<file path="src/rtl/bht_predictor_if.sv">
// Fetch/execute-side signal bundle for the branch history table.
// master: pipeline side (drives PC, stall and resolved-branch updates).
// slave:  predictor side (returns prediction, index and perf counters).
interface bht_predictor_if #(
    parameter int PC_W   = 32,
    parameter int IDX_W  = 6,
    parameter int PERF_W = 32
);
    logic              stall;
    logic [PC_W-1:0]   pc_IF;
    logic              taken_IF;
    logic [IDX_W-1:0]  index_IF;
    logic              upd_valid;
    logic [IDX_W-1:0]  upd_index;
    logic              upd_taken;
    logic              upd_pred;
    logic [PERF_W-1:0] branch_cnt;
    logic [PERF_W-1:0] mispredict_cnt;

    modport master (
        output stall, pc_IF, upd_valid, upd_index, upd_taken, upd_pred,
        input  taken_IF, index_IF, branch_cnt, mispredict_cnt
    );

    modport slave (
        input  stall, pc_IF, upd_valid, upd_index, upd_taken, upd_pred,
        output taken_IF, index_IF, branch_cnt, mispredict_cnt
    );
endinterface

</file>
<file path="src/rtl/bht_predictor.sv">
// Branch history table: per-entry saturating counters, optional gshare
// indexing through a global history register, and branch/mispredict
// performance counters. Lookup is combinational; training happens on the
// clock edge when a resolved branch is presented and the pipe is not stalled.
module bht_predictor #(
    parameter int unsigned ENTRIES   = 64,
    parameter int unsigned CTR_W     = 2,
    parameter int unsigned GHR_W     = 0,
    parameter int unsigned PC_W      = 32,
    parameter int unsigned INDEX_LSB = 2,
    parameter int unsigned PERF_W    = 32,
    localparam int unsigned IDX_W    = $clog2(ENTRIES)
) (
    input logic            clk,
    input logic            rst_n,
    bht_predictor_if.slave bus
);
    logic [CTR_W-1:0]  ctr_q [ENTRIES];
    logic [IDX_W-1:0]  hist_idx;
    logic [IDX_W-1:0]  idx;
    logic [PERF_W-1:0] branch_q;
    logic [PERF_W-1:0] mispred_q;
    logic              upd_en;
    logic              unused_pc;

    assign upd_en    = bus.upd_valid & ~bus.stall;
    // Only a slice of the PC feeds the index.
    assign unused_pc = ^bus.pc_IF;

    generate
        if (GHR_W == 0) begin : g_bimodal
            assign hist_idx = '0;
        end else begin : g_gshare
            logic [GHR_W-1:0] ghr_q;

            // Global history: shift in each resolved outcome (oldest bit drops off).
            always_ff @(posedge clk or negedge rst_n) begin
                if (!rst_n) begin
                    ghr_q <= '0;
                end else if (upd_en) begin
                    // Truncating {ghr, taken} keeps the low GHR_W bits, which also
                    // covers the single-bit history case without a separate branch.
                    ghr_q <= GHR_W'({ghr_q, bus.upd_taken});
                end
            end

            assign hist_idx = IDX_W'(ghr_q);
        end
    endgenerate

    assign idx          = bus.pc_IF[INDEX_LSB +: IDX_W] ^ hist_idx;
    assign bus.index_IF = idx;
    // No bypass: a same-cycle update is seen only after the edge.
    assign bus.taken_IF = ctr_q[idx][CTR_W-1];

    // Counter table: saturating train of the addressed entry only.
    always_ff @(posedge clk or negedge rst_n) begin
        if (!rst_n) begin
            for (int unsigned i = 0; i < ENTRIES; i++) begin
                ctr_q[i] <= '0;
            end
        end else if (upd_en) begin
            if (bus.upd_taken) begin
                if (ctr_q[bus.upd_index] != '1) begin
                    ctr_q[bus.upd_index] <= ctr_q[bus.upd_index] + CTR_W'(1);
                end
            end else begin
                if (ctr_q[bus.upd_index] != '0) begin
                    ctr_q[bus.upd_index] <= ctr_q[bus.upd_index] - CTR_W'(1);
                end
            end
        end
    end

    // Performance counters: saturate at all-ones instead of wrapping.
    always_ff @(posedge clk or negedge rst_n) begin
        if (!rst_n) begin
            branch_q  <= '0;
            mispred_q <= '0;
        end else if (upd_en) begin
            if (branch_q != '1) begin
                branch_q <= branch_q + PERF_W'(1);
            end
            if ((bus.upd_pred != bus.upd_taken) && (mispred_q != '1)) begin
                mispred_q <= mispred_q + PERF_W'(1);
            end
        end
    end

    assign bus.branch_cnt     = branch_q;
    assign bus.mispredict_cnt = mispred_q;
endmodule
</file>
<file path="src/flat_wrapper.sv">
// flat-port wrapper written by rule: the top's interface ports become plain ports
module bht_predictor_flat 
#(
    parameter int unsigned ENTRIES   = 64,
    parameter int unsigned CTR_W     = 2,
    parameter int unsigned GHR_W     = 0,
    parameter int unsigned PC_W      = 32,
    parameter int unsigned INDEX_LSB = 2,
    parameter int unsigned PERF_W    = 32,
    localparam int unsigned IDX_W    = $clog2(ENTRIES)
)
  (clk, rst_n, bus_stall, bus_pc_IF, bus_upd_valid, bus_upd_index, bus_upd_taken, bus_upd_pred, bus_taken_IF, bus_index_IF, bus_branch_cnt, bus_mispredict_cnt);
  bht_predictor_if #(.PC_W(PC_W), .PERF_W(PERF_W)) bus_i ();
  input logic clk;
  input logic rst_n;
  input wire logic [$bits(bus_i.stall)-1:0] bus_stall;
  input wire logic [$bits(bus_i.pc_IF)-1:0] bus_pc_IF;
  input wire logic [$bits(bus_i.upd_valid)-1:0] bus_upd_valid;
  input wire logic [$bits(bus_i.upd_index)-1:0] bus_upd_index;
  input wire logic [$bits(bus_i.upd_taken)-1:0] bus_upd_taken;
  input wire logic [$bits(bus_i.upd_pred)-1:0] bus_upd_pred;
  output wire logic [$bits(bus_i.taken_IF)-1:0] bus_taken_IF;
  output wire logic [$bits(bus_i.index_IF)-1:0] bus_index_IF;
  output wire logic [$bits(bus_i.branch_cnt)-1:0] bus_branch_cnt;
  output wire logic [$bits(bus_i.mispredict_cnt)-1:0] bus_mispredict_cnt;
  assign bus_i.stall = bus_stall;
  assign bus_i.pc_IF = bus_pc_IF;
  assign bus_i.upd_valid = bus_upd_valid;
  assign bus_i.upd_index = bus_upd_index;
  assign bus_i.upd_taken = bus_upd_taken;
  assign bus_i.upd_pred = bus_upd_pred;
  assign bus_taken_IF = bus_i.taken_IF;
  assign bus_index_IF = bus_i.index_IF;
  assign bus_branch_cnt = bus_i.branch_cnt;
  assign bus_mispredict_cnt = bus_i.mispredict_cnt;
  bht_predictor #(.ENTRIES(ENTRIES), .CTR_W(CTR_W), .GHR_W(GHR_W), .PC_W(PC_W), .INDEX_LSB(INDEX_LSB), .PERF_W(PERF_W)) u_core (.clk(clk), .rst_n(rst_n), .bus(bus_i));
endmodule
</file>
<file path="config.mk">
export PLATFORM = sky130hd
export DESIGN_NAME = bht_predictor_flat
export DESIGN_NICKNAME = d
export VERILOG_FILES = /design/src/rtl/bht_predictor_if.sv /design/src/rtl/bht_predictor.sv /design/src/flat_wrapper.sv
export SDC_FILE = /design/constraint.sdc
export NUM_CORES = 1
export LEC_CHECK = 0
export CORE_MARGIN = 5
export CORE_UTILIZATION = 45
export DETAILED_ROUTE_END_ITERATION = 12
export GPL_TIMING_DRIVEN = 0
export PLACE_DENSITY = 0.7
export SLEW_MARGIN = 10
export SYNTH_ARGS = -nofsm -noshare
export SYNTH_HDL_FRONTEND = slang
export SYNTH_SLANG_ARGS = --single-unit
export TNS_END_PERCENT = 1
</file>
<file path="constraint.sdc">
create_clock -name clk -period 3.9 [get_ports clk]
set_input_delay 0.585 -clock clk [delete_from_list [all_inputs] [get_ports clk]]
set_output_delay 0.585 -clock clk [all_outputs]
set_load 0.02 [all_outputs]
</file>
**Word-level counts from Yosys, hierarchy flattened**

Cells that the tools add are included.

- ROM bits: 0
- Output and inout bits: 71
- Bits in writable memories: 0
- Memories kept: 0
- Bits of input ports: 44
- Bits in registers: 192
- Bits in latches: 0

- Shift operators: 0
- Magnitude comparators: 3
- Equal/unequal tests: 5
- Reduce and logical (&&, ||, !) cells: 7
- Div/mod/pow operators: 0
- Add/subtract/negate cells: 4
- $mul: 0
- Bitwise gates (word level): 4
- Mux-type cells: 13

Operators with widths:

| operator | number |
|---|---|
| two-way mux 128 bit | 3 |
| bitwise mux 128 bit | 2 |
| adder 32 x 1 -> 32 bit (second input constant) | 2 |
| != test 32 bit (second input constant) | 2 |
| binary-select mux 2 bit (select 6 bit) | 2 |
| >= comparator 7 bit (second input constant) | 2 |
| NOT 6 -> 7 bit | 2 |
| demux 2 bit (select 6 bit) | 1 |
| two-way mux 2 bit | 5 |
| < comparator 7 x 1 -> 1 bit (second input constant) | 1 |
| AND reduction 2 bit | 2 |
| nonzero test 2 bit | 2 |
| AND reduction 3 bit | 1 |
| adder 2 x 1 -> 2 bit (second input constant) | 1 |
| logical AND 1 bit | 2 |
| != test 2 x 1 -> 1 bit (second input constant) | 1 |
| != test 2 bit (second input constant) | 1 |
| subtractor 2 x 1 -> 2 bit (second input constant) | 1 |
| bitwise AND 1 bit | 1 |
| != test 1 bit | 1 |
| NOT 1 bit | 1 |

**Logic depth before layout (Yosys ltp)**

- Word-level depth: 8
- Gate-level depth with buffers: 17
- Mapped depth without buffers: 11

**Worst setup path after synthesis**

OpenSTA, ideal clock, no wires.

- Path type: in2reg
- Start: input port bus_upd_index[0]
- End: register with a tool-made name
- Stages: 13
- Data required time: 3.775 ns
- Setup slack: 0.194 ns
- Data arrival time: 3.581 ns
- Path buffers: 2
- Path through: buf_4 > nand2b_1 > o22ai_1 > o311ai_2 > nand4_2 > clkbuf_1 > nand4b_1 > ha_1 > mux2_2 > nor2_2 > nand4_1 > nor2_1 > mux2_2

RTL lines:

| what | RTL line | RTL |
|---|---|---|
| start, declared | flat_wrapper.sv:19 | `input wire logic [$bits(bus_i.upd_index)-1:0] bus_upd_index;` |

==> key figures <==
Outcome
  • Status: finished clean

Final layout
  • Post-layout util: 56.2%
  • Share of layout cells above drive strength 1: 26.2%
  • Area of the multi-input gates: 5180 µm²
  • Layout Nets: 1050
  • Post-route cell area: 12300 µm²
  • Seq. cell area: 4800 µm²
  • Diodes inserted: 0
  • P&R area growth vs syn: 21.8%
  • Fill count: 1829

STA
  • FMAX: 0.262 GHz
  • Crit share post-route: 98.0%
  • Worst rel slew slack: 31.5%
  • Final setup viols: 0
  • Fin worst setup slack: 0.0765 ns
  • Final min period: 3.82 ns
  • Final Max Slew Viols: 0
  • Post-route clock skew: 0.0133 ns
  • Hold Vio Cnt, Final: 0
  • Hold WS: 0.149 ns
  • Worst Max-Slew Pin Slew: 1.02 ns

Global route
  • First-pass GRT wire length: 43600 µm
  • GRT Residual Overflow: 0
  • Largest net degree at the start of global routing: 102
  • Antenna violations before repair: 0
  • GR Util All Layers: 21.3%
  • Vias in the first global route: 7726

Floorplanning
  • Chip Width: 160 µm
  • Die height: 160 µm
  • I/O pin cnt: 115
  • Core area: 22000 µm²
  • # rows: 54
  • Die footprint: 25600 µm²
  • Initial core utilization: 46.1%

Critical path
  • Critical Path AT: 4.15 ns
  • Required time worst endpoint: 4.22 ns
  • Startpoint types: primary input
  • Worst Setup End Kind: flip-flop
  • Critical path class: in -> reg
  • Critical Path Fanout Max: 10
  • R2r setup slk: 0.31 ns
  • Worst Setup SP: bus_upd_index[1]
  • Reg2Reg Depth: 13

Placement
  • Port Buffers: 81
  • Post-detail-place hpwl: 19100 µm
  • Dpl ws: -1.58 ns
  • Routability cong.: 0.958
  • Dpl cell area: 11300 µm²

Yosys
  • Primary FF master, synth: dfrtp_1
  • Post-synth design cell area: 10100 µm²
  • Cell with the most instances after synthesis: dfrtp_1
  • Mapped Nets: 934
  • Synth cell types: 78
  • Gate Count Post-Synth: 886
  • Seq cells post-synth: 192
  • Register area share after synthesis: 47.5%
  • Xor and xnor area share after synthesis: 5.02%
  • Top post-synthesis cells by count: dfrtp_1, mux2_2, nand2_1
  • Multiplexer share of the synthesized area: 20.7%
  • Cell taking the most area after synthesis: dfrtp_1
  • Yosys Warn Count: 0
  • Post-synth EDFFs: 0
  • Synth Area in Simple Gates: 14.6%
  • Main combinational cell family by area after synthesis: multiplexers
  • Top post-synthesis cells by area: dfrtp_1, mux2_2, mux4_2
  • Post-synthesis adder-cell area fraction: 0.494%
  • Async SR Flop Fraction: 100%
  • Syn avg cell area: 11.4 µm²
  • Post-synthesis compound-gate area fraction: 8.12%
  • Synth top area share: 47.5%

Pwr
  • PwrDens: 412 nW/µm²
  • Static leakage: 5.29 nW
  • Peak VDD IR: 0.000322 V

Clocking
  • Clock slew at reported path FFs: 0.07 ns
  • Clock Latency Late Sink: 0.44 ns
  • Longest Clk Path Bufs: 2
  • # clock sinks: 192
  • CTS root buffer: clkbuf_16
  • H-tree levels: 4
  • TritonCTS clock tree: done
  • CTS Buf Count: 17

Detailed routing
  • Drt first pass iters: 6
  • Routed wire length: 27000 µm
  • 1st-iter DRT viols: 764
  • Antenna Nets Post-Route: 0
  • Via-per-instance ratio: 5.94
  • Vias post-DR: 7692
  • Number of remaining DRC errors: 0
  • WL/cell: 20.8 µm

Min path
  • Hold WC Path Type: in -> async

Flow run
  • Max_cap viols: 0
routing by layer:
layer / up-vias / global-route usage (%) / part of all wire [%]
met1: 3836 / 29.1 / 42
met3: 68 / 5.57 / 7.6
met2: 312 / 33.6 / 47
li1: 3476 / - / -
met4: 0 / 6.61 / 2.9
met5: - / 0 / 0
timing repair:
action                     CTS  global route
hold buffers                 0             0
pin swaps                    6             3
setup endpoints to repair  129            34
resized for setup           67             3
setup buffers               18             0
metrics by stage:
| step | std cells | total power [mW] | TNS (ns) |
|---|---|---|---|
| final | 1295 | 5.08 | 0 |
| after global routing | 1295 | 5.30 | -0.00246 |
| after CTS | 1295 | 5.11 | 0 |
| after detailed placement | 1248 | 3.26 | -171.21 |
| after global placement | 1247 | 3.24 | -1307.63 |
| after floorplan | 886 | 2.88 | 0 |
how the worst min path moves through the flow:
stage | from | to | slack (ns) | cells past startpoint
after CTS | rst_n | asynchronous set/reset pin | 0.18 | 1
after global routing | rst_n | asynchronous set/reset pin | 0.19 | 1
after floorplan | rst_n | asynchronous set/reset pin | 0.29 | 0
after global placement | flip-flop | flip-flop | 0.46 | 2
final | rst_n | asynchronous set/reset pin | 0.15 | 1
after detailed placement | flip-flop | flip-flop | 0.47 | 2
placed cells by master, fill, tap and decap left out, types with 17 or more instances in the layout:
| cell type | instances |
|---|---|
| nand3_1 | 24 |
| buf_4 | 30 |
| o21ai_0 | 28 |
| mux2_2 | 108 |
| xnor2_1 | 37 |
| clkdlybuf4s50_1 | 78 |
| nand2_1 | 91 |
| clkbuf_16 | 17 |
| dfrtp_1 | 192 |
| mux4_2 | 24 |
| nand4_1 | 29 |
| nor2_1 | 53 |
| xor2_1 | 20 |
| mux2i_1 | 30 |
area by class of cell:
| cell class | instances | share of cell area [%] |
|---|---|---|
| tap | 280 | 2.84 |
| timing repair buffer | 100 | 7.94 |
| clock inverter | 15 | 1.55 |
| buffer | 47 | 2.88 |
| multi-input combinational | 630 | 42.0 |
| sequential | 192 | 38.9 |
| clock buffer | 17 | 3.45 |
| inverter | 14 | 0.426 |
power by group:
group / total, mW / internal, mW / switching [mW]
combinational: 0.918 / 0.424 / 0.494
clock: 1.80 / 0.928 / 0.876
sequential: 2.36 / 2.18 / 0.180
total: 5.08 / 3.53 / 1.55
worst max-delay path, stage by stage:
cell and delay [ns]:
dlygate4sd2_1 0.26, buf_6 0.14, buf_8 0.14, buf_12 0.15, buf_4 0.14, nand2_1 0.07, o32ai_1 0.12, o31ai_4 0.32
nand4_4 0.17, clkbuf_8 0.22, nand4b_1 0.18, ha_1 0.21, mux2_4 0.30, nor2_4 0.25, nand4_1 0.17, buf_6 0.22
nor2_4 0.14, mux2_2 0.35
cell families (layout without fill, tap and decap cells):
family / after synthesis / after routing
buffers and inverters: 64 / 193
AOI/OAI and AO/OA: 110 / 110
muxes: 165 / 165
xor gates and xnor gates: 58 / 58
DFF: 192 / 192
adders and majority gates: 4 / 4
and+or+nand+nor: 293 / 293
Note: power is estimated with default switching activity, not from simulation.
==> RTL change 1: new RTL, same flow settings <==
`GHR_W` is set to 0 in 2 places; all go to 1.
--- a/src/rtl/bht_predictor.sv
+++ b/src/rtl/bht_predictor.sv
@@ -5,7 +5,7 @@
 module bht_predictor #(
     parameter int unsigned ENTRIES   = 64,
     parameter int unsigned CTR_W     = 2,
-    parameter int unsigned GHR_W     = 0,
+    parameter int unsigned GHR_W     = 1,
     parameter int unsigned PC_W      = 32,
     parameter int unsigned INDEX_LSB = 2,
     parameter int unsigned PERF_W    = 32,
--- a/src/flat_wrapper.sv
+++ b/src/flat_wrapper.sv
@@ -3,7 +3,7 @@
 #(
     parameter int unsigned ENTRIES   = 64,
     parameter int unsigned CTR_W     = 2,
-    parameter int unsigned GHR_W     = 0,
+    parameter int unsigned GHR_W     = 1,
     parameter int unsigned PC_W      = 32,
     parameter int unsigned INDEX_LSB = 2,
     parameter int unsigned PERF_W    = 32,
Function: changed (a bounded check fails within 4 cycles, from zero or initial values and one cycle with rst_n low).
==> RTL change 1 against the original RTL <==
  * Register-to-register slack worse by 90 ps
  * Routed wire length is 4.4% higher
  * First-iteration DRC count is 1.4% higher
  * Total power is 0.25% higher
  * Core utilization is 0.48 points lower
  * Critical path depth is 4 lower
  * Worst setup slack better by 3.6 ps
  * Sequential cell count is 1 higher
  * Area after synthesis hardly changed
  * Design area is 0.86% lower
  * Maximum frequency hardly changed
  * Largest cell class unchanged
==> RTL change 1: results (changes against the original RTL) <==
[grt]
grt_max_degree=110  ; was 102
grt_overflow_total=0  ; unchanged
grt_usage=0.222  ; was 0.213
grt_pass1_wl_mm=45.2  ; was 43.6 mm
grt_pass1_vias=8110  ; was 7726
antenna_found_initial=0  ; unchanged

[place]
place_area_sq_mm=0.0114  ; was 0.0113 sq mm
port_buffers=86  ; was 81
dp.cells=1265  ; was 1248
hpwl_mm=19.3  ; was 19.1 mm
gp_congestion=0.972  ; was 0.958

[synth]
synth_fp_nets=945  ; was 934
yosys_warnings=0  ; unchanged
yosys-top-cells-count=dfrtp_1 (193), mux2_2 (143), nand2_1 (120), nor2_1 (64), nand3_1 (48)  ; was dfrtp_1 (192), mux2_2 (109), nand2_1 (91), nor2_1 (69), xnor2_1 (38)
syn_inst=897  ; was 886
synth_ff_type=dfrtp_1  ; unchanged
synth.distinct_cells=72  ; was 78
yosysSeqAreaShare=0.477  ; was 0.475
synth-async-reset-ratio=1.00  ; unchanged
ys_top_cells_by_area=dfrtp_1 (48%), mux2_2 (16%), nand2_1 (4.5%)  ; was dfrtp_1 (47%), mux2_2 (12%), mux4_2 (5.3%)

[routing]
wl_met1_mm=12.0  ; was 11.4 mm
wl_met2_mm=12.1  ; was 12.7 mm
viasPerCell=6.01  ; was 5.94
wl_met3_mm=2.85  ; was 2.04 mm
firstDrtPassIters=5  ; was 6
topRoutingLayerUsed=met4  ; unchanged
finalWirelength_mm=28.2  ; was 27.0 mm
ant_nets=0  ; unchanged
dr.first_iter.drc_count=775  ; was 764
num_vias=7847  ; was 7692

[cells_and_area]
final_net_count=1060  ; was 1050
drive_above_1_share=0.278  ; was 0.262
diodes=0  ; unchanged
fill_cells=1841  ; was 1829

[worst_setup_path]
r2r_slack_ps=220  ; was 310 ps
crit_path_start=bus_upd_index[2]  ; was bus_upd_index[1]
cpMaxStageDelayCell=xnor2_2  ; was mux2_2
cp-endpoint=u_core.ctr_q[31]
cp_max_fo=11  ; was 10
path_class=in -> reg  ; unchanged
reg2reg_to=u_core.ctr_q[31]
worstRegToRegCells=13  ; unchanged
slowest_delay_ps=510  ; was 350 ps
arrival_ps=4190  ; was 4150 ps

[cts]
clkTransAtPathRegs_ps=80
root_buffer=clkbuf_16  ; unchanged
cts.path.max_buffers=2  ; unchanged
numCtsBuffers=17  ; unchanged
ctsHtreeMaxLevel=4  ; unchanged
clk_latency_ps=440  ; about the same

[sta]
fin_skew_ps=11.4  ; was 13.3 ps
slew_headroom=0.336  ; was 0.315
whs_ps=172  ; was 149 ps
final_max_slew_viol_count=0  ; unchanged

[power]
irDropWorstVdd_v=0.000336  ; was 0.000322 V
power.density_mw_per_mm2=416  ; was 412 mW/mm^2
leakagePower_uw=0.00540  ; was 0.00529 uW

[min_path]
hold_path_class=in -> async  ; unchanged

[run_status]
status=finished clean  ; unchanged

==> RTL change 1: cell count changes after synthesis, sizes merged, moves of 6 or more <==
cell	change
nand3	+21
nor3	+7
o22ai	-8
a221oi	+11
mux2	+37
nand4	-11
o21ai	-25
nand2	+29
a22oi	+9
mux2i	-18
mux4	-13
clkbuf	-6
==> RTL change 1: how the worst min path moves through the flow <==
stage	end	cells past startpoint
after CTS	asynchronous set/reset pin	2
final	asynchronous set/reset pin	2
after floorplan	asynchronous set/reset pin	0
after global routing	asynchronous set/reset pin	2
after detailed placement	u_core.bus.mispredict_cnt[28]	1
after global placement	u_core.bus.mispredict_cnt[28]	1
==> RTL change 1: layout make-up <==
cell class | instances | share of cell area
multi-input cells | 646 | 0.414
flip-flops and latches | 193 | 0.395
clock inverters | 13 | 0.0122
well taps | 280 | 0.0286
plain buffers | 41 | 0.0273
repair buffers | 96 | 0.0823
inverters | 17 | 0.00522
clock buffers | 19 | 0.0354
==> RTL change 1: cells by family (layout without fill, tap and decap cells) <==
group,after synthesis,in the layout,synth area share
multiplexers,171,171,0.203
AO/OA/AOI/OAI,86,86,0.0695
adder cells (fa/ha/maj),4,4,0.00495
XOR/XNOR,65,65,0.0562
flip-flops,193,193,0.477
AND/OR/NAND/NOR,320,320,0.150
buffers and inverters,58,186,0.0384
==> RTL change 1: metal layers <==
layer / GRT usage / vias to the layer above
met5: 0 / -
met4: 0.0802 / 0
met3: 0.0680 / 102
met2: 0.330 / 445
met1: 0.307 / 3835
li1: - / 3465
==> RTL change 1: critical path: cells and delay by family <==
family	cells	cell delay, ps
multiplexers	1	260
buffers and inverters	7	1600
XOR/XNOR	1	510
adder cells (fa/ha/maj)	1	320
AO/OA/AOI/OAI	4	890
==> RTL change 1: report_power, final <==
group	switching [uW]	leakage (uW)	total, uW	internal (uW)
combinational	547	0.00252	987	440
sequential	169	0.00261	2360	2190
clock	832	0.000274	1740	907
total	1550	0.00540	5090	3540
==> RTL change 1: timing repair <==
action                     CTS  global route
setup endpoints to repair  129           126
pin swaps                    6             1
setup buffers                7             0
gates resized for setup     51             5
gates cloned                 1             0
==> RTL change 1: stage by stage <==
stage                     worst slack (ps)  power (uW)
after detailed placement             -1370        3330
final                                 80.1        5090
after CTS                             32.8        5100
after floorplan                        373        2920
after global placement               -5950        3310
after global routing                  3.77        5290
==> RTL change 2: new RTL, same settings <==
Without the edit above. Make the reset (`rst_n`) synchronous in 3 clocked blocks.
--- a/src/rtl/bht_predictor.sv
+++ b/src/rtl/bht_predictor.sv
@@ -34,7 +34,7 @@
             logic [GHR_W-1:0] ghr_q;
 
             // Global history: shift in each resolved outcome (oldest bit drops off).
-            always_ff @(posedge clk or negedge rst_n) begin
+            always_ff @(posedge clk) begin
                 if (!rst_n) begin
                     ghr_q <= '0;
                 end else if (upd_en) begin
@@ -54,7 +54,7 @@
     assign bus.taken_IF = ctr_q[idx][CTR_W-1];
 
     // Counter table: saturating train of the addressed entry only.
-    always_ff @(posedge clk or negedge rst_n) begin
+    always_ff @(posedge clk) begin
         if (!rst_n) begin
             for (int unsigned i = 0; i < ENTRIES; i++) begin
                 ctr_q[i] <= '0;
@@ -73,7 +73,7 @@
     end
 
     // Performance counters: saturate at all-ones instead of wrapping.
-    always_ff @(posedge clk or negedge rst_n) begin
+    always_ff @(posedge clk) begin
         if (!rst_n) begin
             branch_q  <= '0;
             mispred_q <= '0;
Formal check against the unedited RTL: differs if rst_n is asserted again (counterexample within 4 cycles, from zero or initial values and one cycle with rst_n low); with rst_n held inactive, the same outputs for 4 cycles.
==> RTL change 2 against the original RTL <==
  * Cell count rose by 13%
  * Synthesized cell count rose by 15%
  * Sequential power fell by 5%
  * Design area rose by 1.8%
  * Core utilization fell by 2.2 points
  * Area after synthesis rose by 4.1%
  * Routed wire length rose by 34%
  * Via count rose by 21%
  * Total power fell by 10%
  * Worst setup slack got worse by 17 ps
  * Sequential cell count did not move
  * Largest cell class is now sequential cells
==> RTL change 2: results (changes against the original RTL) <==
[routing]
dr.first_iter.drc_count=1021  ; was 764
wl_met3_mm=4.92  ; was 2.04 mm
wl_per_cell_um=24.8  ; was 20.8 um
topRoutingLayerUsed=met4  ; unchanged
num_vias=9299  ; was 7692
wl_met1_mm=13.7  ; was 11.4 mm
wl_met2_mm=15.8  ; was 12.7 mm

[grt]
met3_usage=0.0908  ; was 0.0557
grt_pass1_vias=8988  ; was 7726
grt_max_degree=20  ; was 102
grt_pass1_wl_mm=54.2  ; was 43.6 mm
antenna_found_initial=0  ; unchanged
grt_usage=0.274  ; was 0.213
use_met1=0.365  ; was 0.291
use_met2=0.406  ; was 0.336

[run_status]
status=finished clean  ; unchanged

[cts]
clk_latency_ps=450
post_cts_resized=15  ; was 67
postCtsSetupRepairBufs=2  ; was 18
root_buffer=clkbuf_16  ; unchanged
cts.path.max_buffers=2  ; unchanged
clkTransAtPathRegs_ps=70  ; about the same
ctsHtreeMaxLevel=4  ; unchanged
numCtsBuffers=17  ; unchanged

[cells_and_area]
drive_above_1_share=0.142  ; was 0.262
postLayoutCellArea_sq_mm=0.0126  ; was 0.0123 sq mm
fill_cells=2121  ; was 1829
final_net_count=1172  ; was 1050
largest_reg_flops=128
regMostFlops=u_core.ctr_q
diodes=0  ; unchanged

[worst_setup_path]
cp_max_fo=10  ; unchanged
crit_family=buffers and inverters  ; unchanged
slowest_delay_ps=560  ; was 350 ps
cpMaxStageDelayCell=clkdlybuf4s50_1  ; was mux2_2
arrival_ps=4010  ; was 4150 ps

[synth]
synth_edf_count=128  ; was 0
yosysSeqAreaShare=0.486  ; was 0.475
synth-async-reset-ratio=0  ; was 1.00
yosys_warnings=0  ; unchanged
synth_ff_type=edfxtp_1  ; was dfrtp_1
yosys-top-cells-count=nor2_1 (141), edfxtp_1 (128), dfxtp_1 (64), nand2_1 (60), nor4_1 (60)  ; was dfrtp_1 (192), mux2_2 (109), nand2_1 (91), nor2_1 (69), xnor2_1 (38)
synth_fp_nets=1064  ; was 934
ys_top_cells_by_area=edfxtp_1 (36%), dfxtp_1 (12%), mux4_2 (5.6%)  ; was dfrtp_1 (47%), mux2_2 (12%), mux4_2 (5.3%)
synth.distinct_cells=62  ; was 78

[power]
irDropWorstVdd_v=0.000331  ; was 0.000322 V
leakagePower_uw=0.00431  ; was 0.00529 uW
p_sw_frac=0.285  ; was 0.305

[place]
place_area_sq_mm=0.0118  ; was 0.0113 sq mm
gp_congestion=0.999  ; was 0.958
hpwl_mm=24.8  ; was 19.1 mm
port_buffers=83  ; was 81
place_ws_ps=-1040  ; was -1580 ps

[min_path]
hold_path_class=reg -> reg  ; was in -> async

[sta]
tightest_slew_ps=1290  ; was 1020 ps
fin_skew_ps=12.6  ; was 13.3 ps

-- RTL change 2: through the flow --
step	power [uW]	setup TNS, ps	std cells
finish	4570	0	1458
global route	4710	0	1458
CTS	4540	-13140	1457
detailed placement	2850	-180500	1423
global placement	2840	-168690	1420
floorplan	2650	0	1018
-- RTL change 2: tightest hold or removal path: stages, from the launching register on --
cell and delay [ps]:
dfxtp_1 340, nand2_1 60, o21ai_0 60
-- RTL change 2: path summary, 6_finish.rpt --
check,from,to,slack [ps],cells past startpoint
setup / recovery,bus_upd_index[1],u_core.ctr_q[38][1],60,13
hold / removal,u_core.bus.mispredict_cnt[1],u_core.bus.mispredict_cnt[1],510,2
setup reg to reg,u_core.ctr_q[4][1],u_core.ctr_q[0][0],690,8
hold reg to reg,u_core.bus.mispredict_cnt[1],u_core.bus.mispredict_cnt[1],510,2
-- RTL change 2: kinds of logic (layout without fill, tap and decap cells) --
logic type,Yosys count,after routing,share of synthesized area
mux,67,67,0.0959
simple gates,443,443,0.220
flops,192,192,0.486
fa+ha+maj,2,2,0.00237
compound gates,171,171,0.114
xor+xnor,46,46,0.0382
buf+inv,97,218,0.0431
-- RTL change 2: cell type report --
| class | instances | share of cell area |
|---|---|---|
| Sequential cell | 192 | 0.408 |
| Multi-Input combinational cell | 729 | 0.406 |
| Timing Repair Buffer | 89 | 0.0697 |
| Buffer | 81 | 0.0345 |
| Clock buffer | 17 | 0.0339 |
| Tap cell | 319 | 0.0318 |
| Clock inverter | 15 | 0.0114 |
| Inverter | 16 | 0.00478 |
-- RTL change 2: power groups by stage --
stage | Clock [uW] | Combinational, uW | Sequential, uW
global placement | 0 | 559 | 2280
floorplan | 0 | 375 | 2270
finish | 1720 | 619 | 2240
global route | 1830 | 643 | 2240
CTS | 1730 | 576 | 2230
detailed placement | 0 | 565 | 2280
